[src/rtl/sqrt_arbiter_if.sv]
`default_nettype none
// ============================================================================
// Module   : sqrt_arbiter_if
// Purpose  : Bundles the requester, core and response streams of the shared
//            square-root arbiter. The slave view belongs to the arbiter; the
//            master view belongs to whatever surrounds it.
// Revision : 1.0 - initial release
// ============================================================================
interface sqrt_arbiter_if #(
  parameter int NUM_REQ    = 2,
  parameter int DATA_WIDTH = 32
) ();

  // Requester side
  logic [NUM_REQ-1:0]            req_tvalid;
  logic [NUM_REQ*DATA_WIDTH-1:0] req_tdata;
  logic [NUM_REQ-1:0]            req_tready;

  // Toward the shared core
  logic                          core_in_tvalid;
  logic [DATA_WIDTH-1:0]         core_in_tdata;
  logic                          core_in_tready;

  // From the shared core (cannot be stalled)
  logic                          core_out_tvalid;
  logic [DATA_WIDTH-1:0]         core_out_tdata;

  // Results back to the requesters, plus status
  logic [NUM_REQ-1:0]            rsp_tvalid;
  logic [DATA_WIDTH-1:0]         rsp_tdata;
  logic                          busy;
  logic                          unexpected_rsp;

  modport slave (
    input  req_tvalid, req_tdata, core_in_tready, core_out_tvalid, core_out_tdata,
    output req_tready, core_in_tvalid, core_in_tdata, rsp_tvalid, rsp_tdata,
           busy, unexpected_rsp
  );

  modport master (
    output req_tvalid, req_tdata, core_in_tready, core_out_tvalid, core_out_tdata,
    input  req_tready, core_in_tvalid, core_in_tdata, rsp_tvalid, rsp_tdata,
           busy, unexpected_rsp
  );

endinterface
`default_nettype wire

[src/rtl/sqrt_arbiter.sv]
`default_nettype none
// ============================================================================
// Module   : sqrt_arbiter
// Purpose  : Round-robin arbiter sharing one non-stallable square-root core
//            among NUM_REQ requesters. A one-entry issue stage feeds the core;
//            an in-order tag FIFO routes each result back to its owner.
// Revision : 1.0 - initial release
// ============================================================================
module sqrt_arbiter #(
  parameter int NUM_REQ    = 2,
  parameter int DATA_WIDTH = 32,
  parameter int TAG_DEPTH  = 8    // power of two, at least 2
) (
  input  logic         s00_axis_aclk,
  input  logic         s00_axis_aresetn,
  sqrt_arbiter_if.slave bus
);

  localparam int TAG_W = (NUM_REQ > 1) ? $clog2(NUM_REQ) : 1;
  localparam int PTR_W = (TAG_DEPTH > 1) ? $clog2(TAG_DEPTH) : 1;
  localparam int CNT_W = PTR_W + 1;
  localparam logic [TAG_W-1:0] c_LAST_REQ = TAG_W'(NUM_REQ - 1);
  localparam logic [CNT_W-1:0] c_DEPTH    = CNT_W'(TAG_DEPTH);

  // Round-robin pointer and issue stage
  logic [TAG_W-1:0]      r_rr_ptr;
  logic                  r_stage_valid;
  logic [DATA_WIDTH-1:0] r_stage_data;
  logic [TAG_W-1:0]      r_stage_tag;

  // In-order tag FIFO
  logic [TAG_W-1:0]      r_tag_mem [TAG_DEPTH];
  logic [PTR_W-1:0]      r_wptr;
  logic [PTR_W-1:0]      r_rptr;
  logic [CNT_W-1:0]      r_count;

  // Response register and sticky error
  logic [NUM_REQ-1:0]    r_rsp_valid;
  logic [DATA_WIDTH-1:0] r_rsp_data;
  logic                  r_unexpected;

  logic                  w_hi_any, w_lo_any, w_grant_any;
  logic [TAG_W-1:0]      w_hi_idx, w_lo_idx, w_grant_idx;
  logic [DATA_WIDTH-1:0] w_sel_data;
  logic [CNT_W-1:0]      w_occ;
  logic                  w_slot_free;
  logic                  w_accept;
  logic                  w_push;
  logic                  w_pop;
  logic [NUM_REQ-1:0]    w_head_onehot;

  // Occupancy counts the staged entry so the FIFO can never overflow
  assign w_occ       = r_count + {{(CNT_W-1){1'b0}}, r_stage_valid};
  assign w_slot_free = (!r_stage_valid || bus.core_in_tready) && (w_occ < c_DEPTH);
  assign w_accept    = s00_axis_aresetn && w_slot_free && w_grant_any;
  assign w_push      = r_stage_valid && bus.core_in_tready;
  assign w_pop       = bus.core_out_tvalid && (r_count != '0);

  // Round-robin search: first valid at or above the pointer, else first valid below it
  always_comb begin
    w_hi_any = 1'b0;
    w_hi_idx = '0;
    w_lo_any = 1'b0;
    w_lo_idx = '0;
    for (int i = 0; i < NUM_REQ; i++) begin
      if (!w_hi_any && bus.req_tvalid[i] && (TAG_W'(i) >= r_rr_ptr)) begin
        w_hi_any = 1'b1;
        w_hi_idx = TAG_W'(i);
      end
      if (!w_lo_any && bus.req_tvalid[i]) begin
        w_lo_any = 1'b1;
        w_lo_idx = TAG_W'(i);
      end
    end
    w_grant_any = w_hi_any || w_lo_any;
    w_grant_idx = w_hi_any ? w_hi_idx : w_lo_idx;
  end

  // Ready strobe, granted data slice and one-hot decode of the FIFO head tag
  always_comb begin
    bus.req_tready = '0;
    w_sel_data     = '0;
    w_head_onehot  = '0;
    for (int i = 0; i < NUM_REQ; i++) begin
      bus.req_tready[i] = w_accept && (w_grant_idx == TAG_W'(i));
      if (w_grant_idx == TAG_W'(i)) begin
        w_sel_data = bus.req_tdata[i*DATA_WIDTH +: DATA_WIDTH];
      end
      w_head_onehot[i] = (r_tag_mem[r_rptr] == TAG_W'(i));
    end
  end

  // Issue stage and round-robin pointer advance on every accepted request
  always_ff @(posedge s00_axis_aclk or negedge s00_axis_aresetn) begin
    if (!s00_axis_aresetn) begin
      r_rr_ptr      <= '0;
      r_stage_valid <= 1'b0;
      r_stage_data  <= '0;
      r_stage_tag   <= '0;
    end else if (w_accept) begin
      r_rr_ptr      <= (w_grant_idx == c_LAST_REQ) ? '0 : w_grant_idx + TAG_W'(1);
      r_stage_valid <= 1'b1;
      r_stage_data  <= w_sel_data;
      r_stage_tag   <= w_grant_idx;
    end else if (w_push) begin
      r_stage_valid <= 1'b0;
    end
  end

  // Tag storage; contents are only meaningful between the pointers
  always_ff @(posedge s00_axis_aclk) begin
    if (w_push) begin
      r_tag_mem[r_wptr] <= r_stage_tag;
    end
  end

  // FIFO pointers wrap naturally; simultaneous push and pop keep the count
  always_ff @(posedge s00_axis_aclk or negedge s00_axis_aresetn) begin
    if (!s00_axis_aresetn) begin
      r_wptr  <= '0;
      r_rptr  <= '0;
      r_count <= '0;
    end else begin
      if (w_push) r_wptr <= r_wptr + PTR_W'(1);
      if (w_pop)  r_rptr <= r_rptr + PTR_W'(1);
      case ({w_push, w_pop})
        2'b10:   r_count <= r_count + CNT_W'(1);
        2'b01:   r_count <= r_count - CNT_W'(1);
        default: r_count <= r_count;
      endcase
    end
  end

  // One-cycle response pulse to the head-tag owner; stray results latch the error flag
  always_ff @(posedge s00_axis_aclk or negedge s00_axis_aresetn) begin
    if (!s00_axis_aresetn) begin
      r_rsp_valid  <= '0;
      r_rsp_data   <= '0;
      r_unexpected <= 1'b0;
    end else begin
      if (w_pop) begin
        r_rsp_valid <= w_head_onehot;
        r_rsp_data  <= bus.core_out_tdata;
      end else begin
        r_rsp_valid <= '0;
      end
      if (bus.core_out_tvalid && (r_count == '0)) begin
        r_unexpected <= 1'b1;
      end
    end
  end

  assign bus.core_in_tvalid = r_stage_valid;
  assign bus.core_in_tdata  = r_stage_data;
  assign bus.rsp_tvalid     = r_rsp_valid;
  assign bus.rsp_tdata      = r_rsp_data;
  assign bus.busy           = r_stage_valid || (r_count != '0);
  assign bus.unexpected_rsp = r_unexpected;

endmodule
`default_nettype wire

[src/flat_wrapper.sv]
// flat-port wrapper written by rule: the top's interface ports become plain ports
module sqrt_arbiter_flat 
#(
  parameter int NUM_REQ    = 2,
  parameter int DATA_WIDTH = 32,
  parameter int TAG_DEPTH  = 8                               
)
  (s00_axis_aclk, s00_axis_aresetn, bus_req_tvalid, bus_req_tdata, bus_core_in_tready, bus_core_out_tvalid, bus_core_out_tdata, bus_req_tready, bus_core_in_tvalid, bus_core_in_tdata, bus_rsp_tvalid, bus_rsp_tdata, bus_busy, bus_unexpected_rsp);
  sqrt_arbiter_if #(.NUM_REQ(NUM_REQ), .DATA_WIDTH(DATA_WIDTH)) bus_i ();
  input  logic s00_axis_aclk;
  input  logic s00_axis_aresetn;
  input wire logic [$bits(bus_i.req_tvalid)-1:0] bus_req_tvalid;
  input wire logic [$bits(bus_i.req_tdata)-1:0] bus_req_tdata;
  input wire logic [$bits(bus_i.core_in_tready)-1:0] bus_core_in_tready;
  input wire logic [$bits(bus_i.core_out_tvalid)-1:0] bus_core_out_tvalid;
  input wire logic [$bits(bus_i.core_out_tdata)-1:0] bus_core_out_tdata;
  output wire logic [$bits(bus_i.req_tready)-1:0] bus_req_tready;
  output wire logic [$bits(bus_i.core_in_tvalid)-1:0] bus_core_in_tvalid;
  output wire logic [$bits(bus_i.core_in_tdata)-1:0] bus_core_in_tdata;
  output wire logic [$bits(bus_i.rsp_tvalid)-1:0] bus_rsp_tvalid;
  output wire logic [$bits(bus_i.rsp_tdata)-1:0] bus_rsp_tdata;
  output wire logic [$bits(bus_i.busy)-1:0] bus_busy;
  output wire logic [$bits(bus_i.unexpected_rsp)-1:0] bus_unexpected_rsp;
  assign bus_i.req_tvalid = bus_req_tvalid;
  assign bus_i.req_tdata = bus_req_tdata;
  assign bus_i.core_in_tready = bus_core_in_tready;
  assign bus_i.core_out_tvalid = bus_core_out_tvalid;
  assign bus_i.core_out_tdata = bus_core_out_tdata;
  assign bus_req_tready = bus_i.req_tready;
  assign bus_core_in_tvalid = bus_i.core_in_tvalid;
  assign bus_core_in_tdata = bus_i.core_in_tdata;
  assign bus_rsp_tvalid = bus_i.rsp_tvalid;
  assign bus_rsp_tdata = bus_i.rsp_tdata;
  assign bus_busy = bus_i.busy;
  assign bus_unexpected_rsp = bus_i.unexpected_rsp;
  sqrt_arbiter #(.NUM_REQ(NUM_REQ), .DATA_WIDTH(DATA_WIDTH), .TAG_DEPTH(TAG_DEPTH)) u_core (.s00_axis_aclk(s00_axis_aclk), .s00_axis_aresetn(s00_axis_aresetn), .bus(bus_i));
endmodule
[config.mk]
export PLATFORM = sky130hd
export DESIGN_NAME = sqrt_arbiter_flat
export DESIGN_NICKNAME = d
export VERILOG_FILES = /design/src/rtl/sqrt_arbiter_if.sv /design/src/rtl/sqrt_arbiter.sv /design/src/flat_wrapper.sv
export SDC_FILE = /design/constraint.sdc
export NUM_CORES = 1
export LEC_CHECK = 0
export CORE_ASPECT_RATIO = 1.5
export CORE_MARGIN = 3
export CORE_UTILIZATION = 40
export DETAILED_ROUTE_END_ITERATION = 12
export PLACE_DENSITY = 0.79
export REMOVE_ABC_BUFFERS = 1
export SETUP_SLACK_MARGIN = 0.1
export SLEW_MARGIN = 20
export SYNTH_ARGS = -nofsm -noshare
export SYNTH_HDL_FRONTEND = slang
export SYNTH_SLANG_ARGS = --single-unit
[constraint.sdc]
create_clock -name s00_axis_aclk -period 3.2 [get_ports s00_axis_aclk]
set_clock_uncertainty 0.05 [all_clocks]
set_input_delay 0.8 -clock s00_axis_aclk [delete_from_list [all_inputs] [get_ports s00_axis_aclk]]
set_output_delay 0.8 -clock s00_axis_aclk [all_outputs]
set_load 0.01 [all_outputs]
==> results of run 1 <==
[timing repair]
| item | 4_1_cts | 5_1_grt |
|---|---|---|
| setup buffers | 0 | 0 |
| pin swaps | 0 | 0 |
| setup endpoints to repair | 1 | 1 |
| gates resized for setup | 1 | 1 |
[power groups by stage]
| stage | Clock (mW) | Sequential [mW] | Combinational [mW] |
|---|---|---|---|
| final | 1.11 | 1.88 | 2.09 |
| after global routing | 1.20 | 1.94 | 2.26 |
| after CTS | 1.15 | 1.88 | 2.13 |
| after detailed placement | 0 | 1.89 | 2.13 |
| after global placement | 0 | 1.87 | 2.08 |
| after floorplan | 0 | 2.01 | 0.923 |
[logic make-up after synthesis]
| kind of cell | Yosys count | share of synthesized area |
|---|---|---|
| AO/OA/AOI/OAI | 7 | 0.0175 |
| XOR/XNOR | 9 | 0.0212 |
| adder cells (fa/ha/maj) | 5 | 0.0153 |
| buffers and inverters | 17 | 0.0371 |
| flip-flops | 88 | 0.550 |
| multiplexers | 71 | 0.225 |
| AND/OR/NAND/NOR | 132 | 0.134 |
[worst max-delay path, delay by kind of cell]
| family | cells | cell delay (ps) |
|---|---|---|
| buffers and inverters | 2 | 720 |
| and+or+nand+nor | 2 | 420 |
| AOI/OAI and AO/OA | 1 | 90 |
[layout make-up]
cell class                 instances  share of cell area
tap                              115              0.0232
clock buffer                      15              0.0481
multi-input combinational        224               0.272
inverter                           3             0.00181
timing repair buffer             182               0.289
sequential                        88               0.361
clock inverter                     1             0.00483
[cell usage after synthesis (2+ instances only)]
| cell | count |
|---|---|
| ha_1 | 5 |
| edfxtp_1 | 8 |
| buf_2 | 3 |
| buf_6 | 8 |
| mux4_2 | 2 |
| nand2b_1 | 4 |
| xor2_1 | 4 |
| dfrtp_1 | 80 |
| inv_1 | 2 |
| nor2_1 | 10 |
| nor3_1 | 2 |
| xnor2_1 | 4 |
| nand2_1 | 105 |
| mux2_2 | 41 |
| a21oi_1 | 2 |
| nand3_1 | 2 |
| mux2_4 | 26 |
| mux2i_1 | 2 |
| clkbuf_8 | 2 |
[worst paths after layout]
| kind | cells after the start | slack (ps) | from | endpoint |
|---|---|---|---|---|
| max | 5 | 330 | bus_core_in_tready | bus_req_tready[0] |
| min in group asynchronous | 2 | 700 | s00_axis_aresetn | u_core.bus.unexpected_rsp$_DFFE_PN0P_ |
| min | 1 | 410 | u_core.bus.unexpected_rsp$_DFFE_PN0P_ | u_core.bus.unexpected_rsp$_DFFE_PN0P_ |
| min reg2reg | 1 | 410 | u_core.bus.unexpected_rsp$_DFFE_PN0P_ | u_core.bus.unexpected_rsp$_DFFE_PN0P_ |
| max reg2reg | 10 | 690 | u_core.r_count[1]$_DFFE_PN0P_ | u_core.r_count[2]$_DFFE_PN0P_ |
| max in group asynchronous | 2 | 1730 | s00_axis_aresetn | u_core.r_wptr[2]$_DFFE_PN0P_ |
[flip-flops by register name, summed over array words and instances, names as in the netlist]
signal / flops
u_core.r_stage_tag: 1
u_core.bus.rsp_tdata: 32
u_core.bus.core_in_tvalid: 1
u_core.r_tag_mem: 8
u_core.r_count: 4
u_core.r_rptr: 3
u_core.r_rr_ptr: 1
u_core.bus.unexpected_rsp: 1
u_core.bus.rsp_tvalid: 2
u_core.bus.core_in_tdata: 32
u_core.r_wptr: 3
[metal layers]
metal  GRT usage  up-vias
met5           0        -
met2       0.285      130
met4      0.0587        0
met3      0.0560        5
met1       0.198     1429
li1            -     1448
==> flow_metrics.py, run 1 <==
metrics = {
    "status": {
        "status": "completed",
    },
    "place": {
        "dp_cells": 612,
        "globalplace.congestion": 0.798,
        "hpwlAfterDp_microns": 7280,
        "io_buffers": 172,
        "placed_area_sq_um": 5880,
        "place_ws_ps": 74.3,
    },
    "global_routing": {
        "grt_overflow_total": 0,
        "track_usage": 0.168,
        "grt_pass1_wl_microns": 14900,
        "antenna_found_initial": 0,
        "grt_max_degree": 81,
        "grt_pass1_vias": 3099,
    },
    "final_layout": {
        "final_cell_mix": "clkdlybuf4s50_1 (169), nand2_1 (105), dfrtp_1 (80)",
        "drive_gt1_frac": 0.199,
        "fin_area_sq_um": 6210,
        "fill_cells": 750,
        "multi_input_comb_area_sq_um": 1690,
        "layout_commonest_cell": "clkdlybuf4s50_1",
        "fin_cells": 628,
        "fin_nets": 615,
        "area_growth_pct": 52.4,
        "utilization": 0.634,
        "register_area_sq_um": 2240,
        "antenna_cells": 0,
    },
    "power": {
        "powerDensity_nw_per_um2": 819,
        "pwr-share-clk": 0.219,
        "vdd_drop_max_v": 0.000435,
        "seqPwrFrac": 0.370,
        "p_leak_nw": 2.81,
        "p_switching_mw": 1.50,
        "finalPower_mw": 5.09,
        "p_int_mw": 3.58,
        "switching_share": 0.296,
        "comb_power_share": 0.411,
    },
    "routing": {
        "wl_per_cell_microns": 15.3,
        "vias_per_cell": 4.80,
        "met3_length_microns": 801,
        "drt-total-wl_microns": 9630,
        "num_vias": 3012,
        "drc": 0,
        "drt_iter0_markers": 127,
        "wl_met2_microns": 5040,
        "met1_length_microns": 3690,
        "final_antenna_net_count": 0,
        "top_layer": "met4",
        "drt-pass1-iter-count": 4,
    },
    "sta": {
        "tightest_slew_ps": 999,
        "post-route-period-util": 0.897,
        "finalHoldViolCount": 0,
        "fmax_mhz": 348,
        "postLayoutSetupSlackWorst_ps": 329,
        "tns_ps": 0,
        "setup-violations-final": 0,
        "period_needed_ps": 2870,
        "slew_headroom": 0.334,
        "slew_viol_final": 0,
        "rsz0062_at_grt": "false",
        "hold_ws_ps": 414,
    },
    "cts": {
        "clock_latency_ps": 330,
        "clk_pin_slew_ps": 60,
        "tritoncts": "done",
        "h-tree-depth": 3,
        "clock-sinks": 88,
        "cts_buffer_depth": 2,
        "ctsHoldBuffers": 0,
        "root_buffer": "clkbuf_16",
        "cts_inserted_buffers": 9,
    },
    "hold_path": {
        "hp-class": "reg -> reg",
    },
    "floorplanning": {
        "die-area_sq_um": 11500,
        "initial_core_util": 0.416,
        "core_area_sq_um": 9800,
        "io_pins": 173,
        "row_count": 44,
        "dieWidth_microns": 88.4,
        "die_y_microns": 130,
    },
    "critical_path": {
        "endpoint_kind": "primary output",
        "critical-path-slowest-cell": "clkdlybuf4s50_1",
        "crit_path_max_fanout": 4,
        "crit_chain": "clkdlybuf4s50_1, or2b_2, o2111ai_4, nor2b_1, dlygate4sd2_1",
        "max_stage_delay_ps": 420,
        "cp-start-kind": "primary input",
        "critPathRequiredTime_ps": 2350,
        "arrival_ps": 2020,
        "critical_path_class": "in -> out",
    },
    "logic_synthesis": {
        "synthCells": 329,
        "yosys-top-cells-area": "dfrtp_1 (49%), mux2_2 (11%), nand2_1 (9.7%), mux2_4 (9.6%), edfxtp_1 (5.9%)",
        "avgSynthCellArea_sq_um": 12.4,
        "synth_top_cell_by_area": "dfrtp_1",
        "ys_types": 36,
        "synth-edff-count": 8,
        "syn_area_sq_um": 4080,
        "ys_seq_elements": 88,
        "synthFlopType": "dfrtp_1",
        "ys_warn_count": 0,
        "synth_top_area_frac": 0.491,
        "async_flop_share": 0.909,
        "synth-seq-area-share": 0.550,
    },
    "flow_run": {
        "maxCapViolations": 0,
    },
}
Note: power is estimated with default switching activity, not from simulation.
==> inputs of run 2 (changes only) <==
HOLD_SLACK_MARGIN = 0.1   (was not set)
==> results of run 2 <==
Same layout as run 1: the final DEF is identical, and so are final timing and power.
